## src/rtl/pipeline_buffer_params.sv

```systemverilog
// Shared parameters and helpers for the inter-stage pipeline buffers.
package pipeline_buffer_params;

    localparam int unsigned MAX_BUFFER_DEPTH = 8;

    function automatic int unsigned occupancy_width(input int unsigned depth);
        return $clog2(depth + 1);
    endfunction

endpackage

```

## src/rtl/pipeline_buffer_pointer.sv

```systemverilog
// Wrap-at-DEPTH counter used for both the read and write pointers of a stage buffer.
module pipeline_buffer_pointer #(
    parameter int unsigned DEPTH = 2,
    localparam int unsigned PTR_WIDTH = (DEPTH > 1) ? $clog2(DEPTH) : 1
) (
    input  logic                 clock,
    input  logic                 reset_n,
    input  logic                 increment,
    input  logic                 clear,
    output logic [PTR_WIDTH-1:0] value
);

    always_ff @(posedge clock or negedge reset_n) begin
        if (!reset_n) begin
            value <= '0;
        end else if (clear) begin
            value <= '0;
        end else if (increment) begin
            // Explicit compare keeps non-power-of-2 depths wrapping correctly.
            value <= (value == PTR_WIDTH'(DEPTH - 1)) ? '0 : value + 1'b1;
        end
    end

endmodule

```

## src/rtl/pipeline_stage_buffer.sv

```systemverilog
// Valid/allowin buffer between two pipeline stages: a plain register at DEPTH 1,
// a circular skid FIFO at DEPTH >= 2 that cuts the combinational allowin chain.
module pipeline_stage_buffer
    import pipeline_buffer_params::*;
#(
    parameter int unsigned DATA_WIDTH = 32,
    parameter int unsigned DEPTH      = 2,
    localparam int unsigned OCC_WIDTH = occupancy_width(DEPTH),
    localparam int unsigned PTR_WIDTH = (DEPTH > 1) ? $clog2(DEPTH) : 1
) (
    input  logic                  clock,
    input  logic                  reset_n,
    input  logic                  upstream_valid,
    input  logic [DATA_WIDTH-1:0] upstream_data,
    output logic                  upstream_allowin,
    output logic                  downstream_valid,
    output logic [DATA_WIDTH-1:0] downstream_data,
    input  logic                  downstream_allowin,
    input  logic                  flush,
    output logic [OCC_WIDTH-1:0]  occupancy
);

    if (DEPTH == 0 || DEPTH > MAX_BUFFER_DEPTH) begin : g_depth_check
        $error("pipeline_stage_buffer: DEPTH must be in 1..%0d", MAX_BUFFER_DEPTH);
    end

    logic [DATA_WIDTH-1:0] storage [DEPTH];
    logic [OCC_WIDTH-1:0]  occ_q, occ_d;
    logic [PTR_WIDTH-1:0]  wr_ptr, rd_ptr;
    logic [DATA_WIDTH-1:0] head;
    logic                  push, pop;

    always_comb begin
        downstream_valid = (occ_q != '0);
        if (DEPTH == 1) begin
            // Single register may refill in the same cycle its entry leaves.
            upstream_allowin = !downstream_valid || downstream_allowin;
        end else begin
            upstream_allowin = (occ_q != OCC_WIDTH'(DEPTH));
        end
        push = upstream_valid && upstream_allowin;
        pop  = downstream_valid && downstream_allowin;
    end

    always_comb begin
        head = '0;
        for (int unsigned i = 0; i < DEPTH; i++) begin
            if (rd_ptr == PTR_WIDTH'(i)) head = storage[i];
        end
        downstream_data = downstream_valid ? head : '0;
        occupancy       = occ_q;
    end

    always_comb begin
        occ_d = occ_q;
        if (flush) begin
            occ_d = '0;
        end else if (push && !pop) begin
            occ_d = occ_q + 1'b1;
        end else if (pop && !push) begin
            occ_d = occ_q - 1'b1;
        end
    end

    always_ff @(posedge clock or negedge reset_n) begin
        if (!reset_n) begin
            occ_q <= '0;
            for (int unsigned i = 0; i < DEPTH; i++) storage[i] <= '0;
        end else begin
            occ_q <= occ_d;
            for (int unsigned i = 0; i < DEPTH; i++) begin
                if (push && !flush && wr_ptr == PTR_WIDTH'(i)) storage[i] <= upstream_data;
            end
        end
    end

    pipeline_buffer_pointer #(
        .DEPTH (DEPTH)
    ) u_wr_ptr (
        .clock     (clock),
        .reset_n   (reset_n),
        .increment (push),
        .clear     (flush),
        .value     (wr_ptr)
    );

    pipeline_buffer_pointer #(
        .DEPTH (DEPTH)
    ) u_rd_ptr (
        .clock     (clock),
        .reset_n   (reset_n),
        .increment (pop),
        .clear     (flush),
        .value     (rd_ptr)
    );

endmodule

```

## config.mk

```make
export PLATFORM = sky130hd
export DESIGN_NAME = pipeline_stage_buffer
export DESIGN_NICKNAME = d
export VERILOG_FILES = /design/src/rtl/pipeline_buffer_params.sv /design/src/rtl/pipeline_buffer_pointer.sv /design/src/rtl/pipeline_stage_buffer.sv
export SDC_FILE = /design/constraint.sdc
export NUM_CORES = 1
export LEC_CHECK = 0
export ABC_AREA = 1
export CAP_MARGIN = 20
export CORE_UTILIZATION = 46
export CTS_CLUSTER_DIAMETER = 100
export CTS_CLUSTER_SIZE = 28
export DETAILED_ROUTE_END_ITERATION = 7
export PLACE_DENSITY = 0.77
export SYNTH_ARGS = -nofsm -noshare
export SYNTH_HDL_FRONTEND = slang
export SYNTH_SLANG_ARGS = --single-unit
```

## constraint.sdc

```tcl
create_clock -name clock -period 1.2 [get_ports clock]
set_clock_uncertainty 0.05 [all_clocks]
set_input_delay 0.12 -clock clock [delete_from_list [all_inputs] [get_ports clock]]
set_output_delay 0.12 -clock clock [all_outputs]
set_load 0.005 [all_outputs]
```

---- Word-level counts from Yosys, hierarchy flattened ----
Index checks and enable logic that the tools add are counted.
storage, ports and cells
  flip-flop bits (word level) ............. 68
  output and inout bits ................... 36
  word-level logic and storage cells ...... 36
operators by class
  add/sub/neg operators ................... 4
  equal/unequal tests ..................... 1
  muxes and demuxes ....................... 11
  bitwise operators ....................... 1
  reductions and logical operators ........ 14
operators with widths
  kind                                               number
  2-to-1 mux 32 bit                                  2
  logical AND 1 bit                                  7
  2-to-1 mux 1 bit                                   6
  2-to-1 mux 2 bit                                   3
  nonzero test 2 bit                                 3
  logical NOT 1 bit                                  3
  nonzero test 3 bit                                 1
  adder 1 bit (second input constant)                2
  adder 2 x 1 -> 2 bit (second input constant)       1
  != test 2 bit (second input constant)              1
  subtractor 2 x 1 -> 2 bit (second input constant)  1
  inverter 1 bit                                     1

---- Longest topological paths before layout ----
  word-level depth ........................ 7
  gate-level depth with buffers ........... 7

---- Hierarchy ----
Synthesis repeated with hierarchy kept, for this count alone.
second synthesis, totals
  cells, all modules ...................... 387
  area, all modules ....................... 3251.9 µm²
modules (own cells, without submodules)
  module                   instances  cells an instance  area an instance (µm²)
  pipeline_stage_buffer    1          375                3164.3
  pipeline_buffer_pointer  2          6                  43.8

---- Worst setup path after synthesis ----
OpenSTA, ideal clock, no wires.
  path kind ............................... register -> register
  start ................................... register occ_q[1], in the netlist occupancy[1]
  end ..................................... register storage[36] (netlist bit)
  library setup time ...................... 0.118 ns
  arrival time ............................ 1.121 ns
  slack ................................... -0.089 ns
  stages on the path, launching flop included .. 7
  buffers on the path ..................... 2
  period minus slack after synthesis ...... 1.289 ns
  path through ............................ dfrtp_1 a21oi_4 nand2_2 buf_6 buf_6 nand2_1 o21ai_2
on the way
  longest elaborated chain between the ends .. 4
ends and longest elaborated chain
  element                          line                         text
  start: declaration               pipeline_stage_buffer.sv:28  logic [OCC_WIDTH-1:0] occ_q, occ_d;
  start signal: assignment         pipeline_stage_buffer.sv:67  occ_q <= '0;
  start signal: assignment         pipeline_stage_buffer.sv:70  occ_q <= occ_d;
  != test 2 bit                    pipeline_stage_buffer.sv:39  upstream_allowin = (occ_q != OCC_WIDTH'(DEPTH));
  logical AND 1 bit                pipeline_stage_buffer.sv:41  push = upstream_valid && upstream_allowin;
  logical AND 1 bit (2 in series)  pipeline_stage_buffer.sv:72  if (push && !flush && wr_ptr == PTR_WIDTH'(i)) storage[i] <= upstream_data;
  end signal: indexed assignment   pipeline_stage_buffer.sv:72
  end: declaration                 pipeline_stage_buffer.sv:27  logic [DATA_WIDTH-1:0] storage [DEPTH];
Every way passes these cells.
A chain may end at the register's enable or synchronous reset.

---- Worst setup path after layout ----
  start ................................... register u_rd_ptr.value
  end ..................................... output port downstream_data[6]
on the way
  longest elaborated chain between the ends .. 2
ends and longest elaborated chain
  element                   line                           text
  start: declaration        pipeline_buffer_pointer.sv:10  output logic [PTR_WIDTH-1:0] value
  start signal: assignment  pipeline_buffer_pointer.sv:20  value <= (value == PTR_WIDTH'(DEPTH - 1)) ? '0 : value + 1'b1;
  2-to-1 mux 32 bit         pipeline_stage_buffer.sv:48    if (rd_ptr == PTR_WIDTH'(i)) head = storage[i];
  2-to-1 mux 32 bit         pipeline_stage_buffer.sv:50    downstream_data = downstream_valid ? head : '0;
  end: declaration          pipeline_stage_buffer.sv:17    output logic [DATA_WIDTH-1:0] downstream_data,
Every way passes these cells.

==> impl_results.md <==
* Share of Yosys cell area claimed by the top area cell type at 51.0%
* Ys Warns at 0
* Post-synthesis to final-layout area growth at 80.4%
* DRT iter0 DRCs at between 200 and 300
* Post-route ant nets at 0
* Outcome: finished, violations left
* Syn_area_per_cell at 8.74 um^2
* Max clock buf depth at 2
* Gate Count Post-Synth at 382
* Slew Viols, Final at 0
* Gp weighted congestion at 0.749
* Final Cell Area at 6020 um^2
* Lkg Pwr at 2.83 nW
* HP Class: in2reg
* Asr flop ratio synth at 100%
* Most frequent cell after synthesis: nand2_1
* DIE HEIGHT at 87.2 um
* Layout cells sized above 1 at 59.3%
* Cell count after placement at 559
* Grt ovf at 0
* Leading post-synthesis cells by cell area: dfrtp_1 51%, nand2_1 16%, o21ai_2 14%, a21oi_1 4.9%, inv_1 4.0%
* Clk_lat worst skew at 0.35 ns
* Syn Nets at 419
* Vias per cell at around 6.0
* Clock slew at reported path FFs at 0.08 ns
* Final hold vios at 0
* Worst-path fanout max at 6
* TritonCTS clock tree: yes
* Max-cap viol count at 0
* Fin cells at 624
* Total CTS buffers at 9
* Number of synthesized flops with an enable pin at 0
* Global-route wire length before repair at 19500 um
* Peak Freq at between 500 and 600 MHz
* Clk sinks at 68
* Failing checks: setup timing
* Worst relative slew slack at 64.5%
* Post-synth top cells: 140 x nand2_1, 68 x dfrtp_1, 55 x o21ai_2, 36 x inv_1, 33 x a21oi_1
* Vias in the first global route at 3811
* Area after DPL at approximately 4400 um^2
* Top FF cell, synth: dfrtp_1
* Worst setup SP type: register
* Mapped cell area at approximately 3300 um^2
* DRC at 0
* Ports at between 70 and 80
* WL/cell at 23.6 um
* Slack of the critical path at -0.638 ns
* NumNets Final at 560
* Initial Util at 48.4%
* First-pass DRT Iterations at 5
* # H-tree levels at 3
* Die width at 87.2 um
* Crit path kind: reg2out
* Final setup viols at 103
* Sequential fraction of the synthesis area at 51.0%
* Min Tclk post-route at roughly 1.8 ns
* VDD IR-drop max at 1.17 mV
* PD cells at 2000 nW/um^2
* Vias at 3761
* Period utilisation layout at 153%
* Clk root buf: clkbuf_8
* Pwr Total at between 0.01 and 0.015 W
* Post-DP HPWL at 4870 um
* Total Routing Usage GR at 35.1%
* Register bit total from synthesis at 68
* Core Footprint at 6910 um^2
* Die Area at ~7600 um^2
* Synth cell types at 19
* Port bufs at 72
* Diode count at 0
* Worst-margin pin slew at 0.532 ns
* Crit. End Element: output pin
* RSZ-0062 raised after global routing: true
* Initial antenna violation count at 0
* Site Rows at 30
* Post-synth top area cell: dfrtp_1
* Largest net degree at the start of global routing at 69
* Critical Path RT at around 1.0 ns
* Final wirelength at approximately 15000 um
* Worst path arrival time at approximately 1.7 ns
==> power by group <==
group | switching [W] | internal [W] | leakage (nW) | total (W)
Clock | 0.000956 | 0.00102 | 0.100 | 0.00197
Sequential | 0.00101 | 0.00317 | 0.851 | 0.00418
Combinational | 0.00287 | 0.00302 | 1.88 | 0.00589
==> layer usage <==
| metal | vias up | part of all wire [%] | track usage [%] |
|---|---|---|---|
| li1 | 1505 | - | - |
| met1 | 1837 | 35 | 41.8 |
| met2 | 300 | 49 | 58.1 |
| met3 | 119 | 9.0 | 8.91 |
| met4 | 0 | 6.9 | 19.5 |
| met5 | - | 0 | 0 |
==> sequential cells by signal, summed over array words and instances, names as in the netlist <==
| register | flops |
|---|---|
| u_wr_ptr.value | 1 |
| occupancy | 2 |
| u_rd_ptr.value | 1 |
| storage | 64 |
==> logic make-up after synthesis <==
family                 share of synthesized area (%)
AOI/OAI and AO/OA                               21.4
buffers and inverters                           9.63
DFF                                             51.0
and+or+nand+nor                                 18.1
==> path summary, 6_finish.rpt <==
kind | to | slack [ns] | cells after the start | from
max | downstream_data[6] | -0.64 | 7 | u_rd_ptr.value
min | storage[22] | 0.27 | 3 | upstream_data[22]
max reg2reg | storage[56] | -0.54 | 9 | occupancy[1]
min reg2reg | storage[58] | 0.45 | 2 | storage[58]
max in group asynchronous | occupancy[1] | 0.46 | 3 | reset_n
min in group asynchronous | storage[58] | 0.28 | 3 | reset_n
==> cells in the final DEF, fill, tap and decap left out, types with 10 or more instances in the layout <==
cell type / n
dfrtp_1: 67
nand2_4: 60
nand2_1: 59
o21ai_2: 56
inv_1: 35
clkdlybuf4s50_1: 35
buf_2: 33
a21oi_2: 26
buf_4: 22
nand2_2: 21
buf_6: 21
buf_12: 16
buf_16: 14
clkbuf_8: 10
==> area by class of cell <==
cell class | count | area (um^2)
Multi-Input combinational cell | 254 | 2070
Timing Repair Buffer | 152 | 1780
Tap cell | 96 | 120
Inverter | 38 | 155
Fill cell | 301 | 883
Clock inverter | 4 | 48.8
Clock buffer | 12 | 145
Sequential cell | 68 | 1700
==> what timing repair did <==
action | 4_1_cts | 5_1_grt
gates resized for setup | 301 | 108
endpoints found under the hold margin | 68 | 0
cloned | 20 | 2
hold buffers | 1 | 0
endpoints found under the setup margin | 104 | 104
pin swaps | 19 | 17
setup buffers | 33 | 6
==> worst max-delay path: stages (launching register included) <==
cell	delay [ns]
dfrtp_1	0.43
buf_6	0.16
inv_8	0.06
buf_12	0.12
buf_8	0.12
nand2_1	0.09
a21oi_2	0.19
buf_2	0.14
==> per-stage QoR <==
step | hold slack, ns | utilization (%) | setup slack, ns | setup TNS (ns)
finish | 0.272 | 87.2 | -0.638 | -48.67
detailed placement | 0.116 | 63.5 | -0.395 | -32.81
CTS | 0.290 | 83.4 | -0.462 | -40.72
global route | 0.308 | 87.2 | -0.653 | -51.98
global placement | 0.116 | 63.5 | -0.379 | -29.18
floorplan | -0.226 | - | -0.0839 | -4.58
Power figures use the tool's default switching activity.
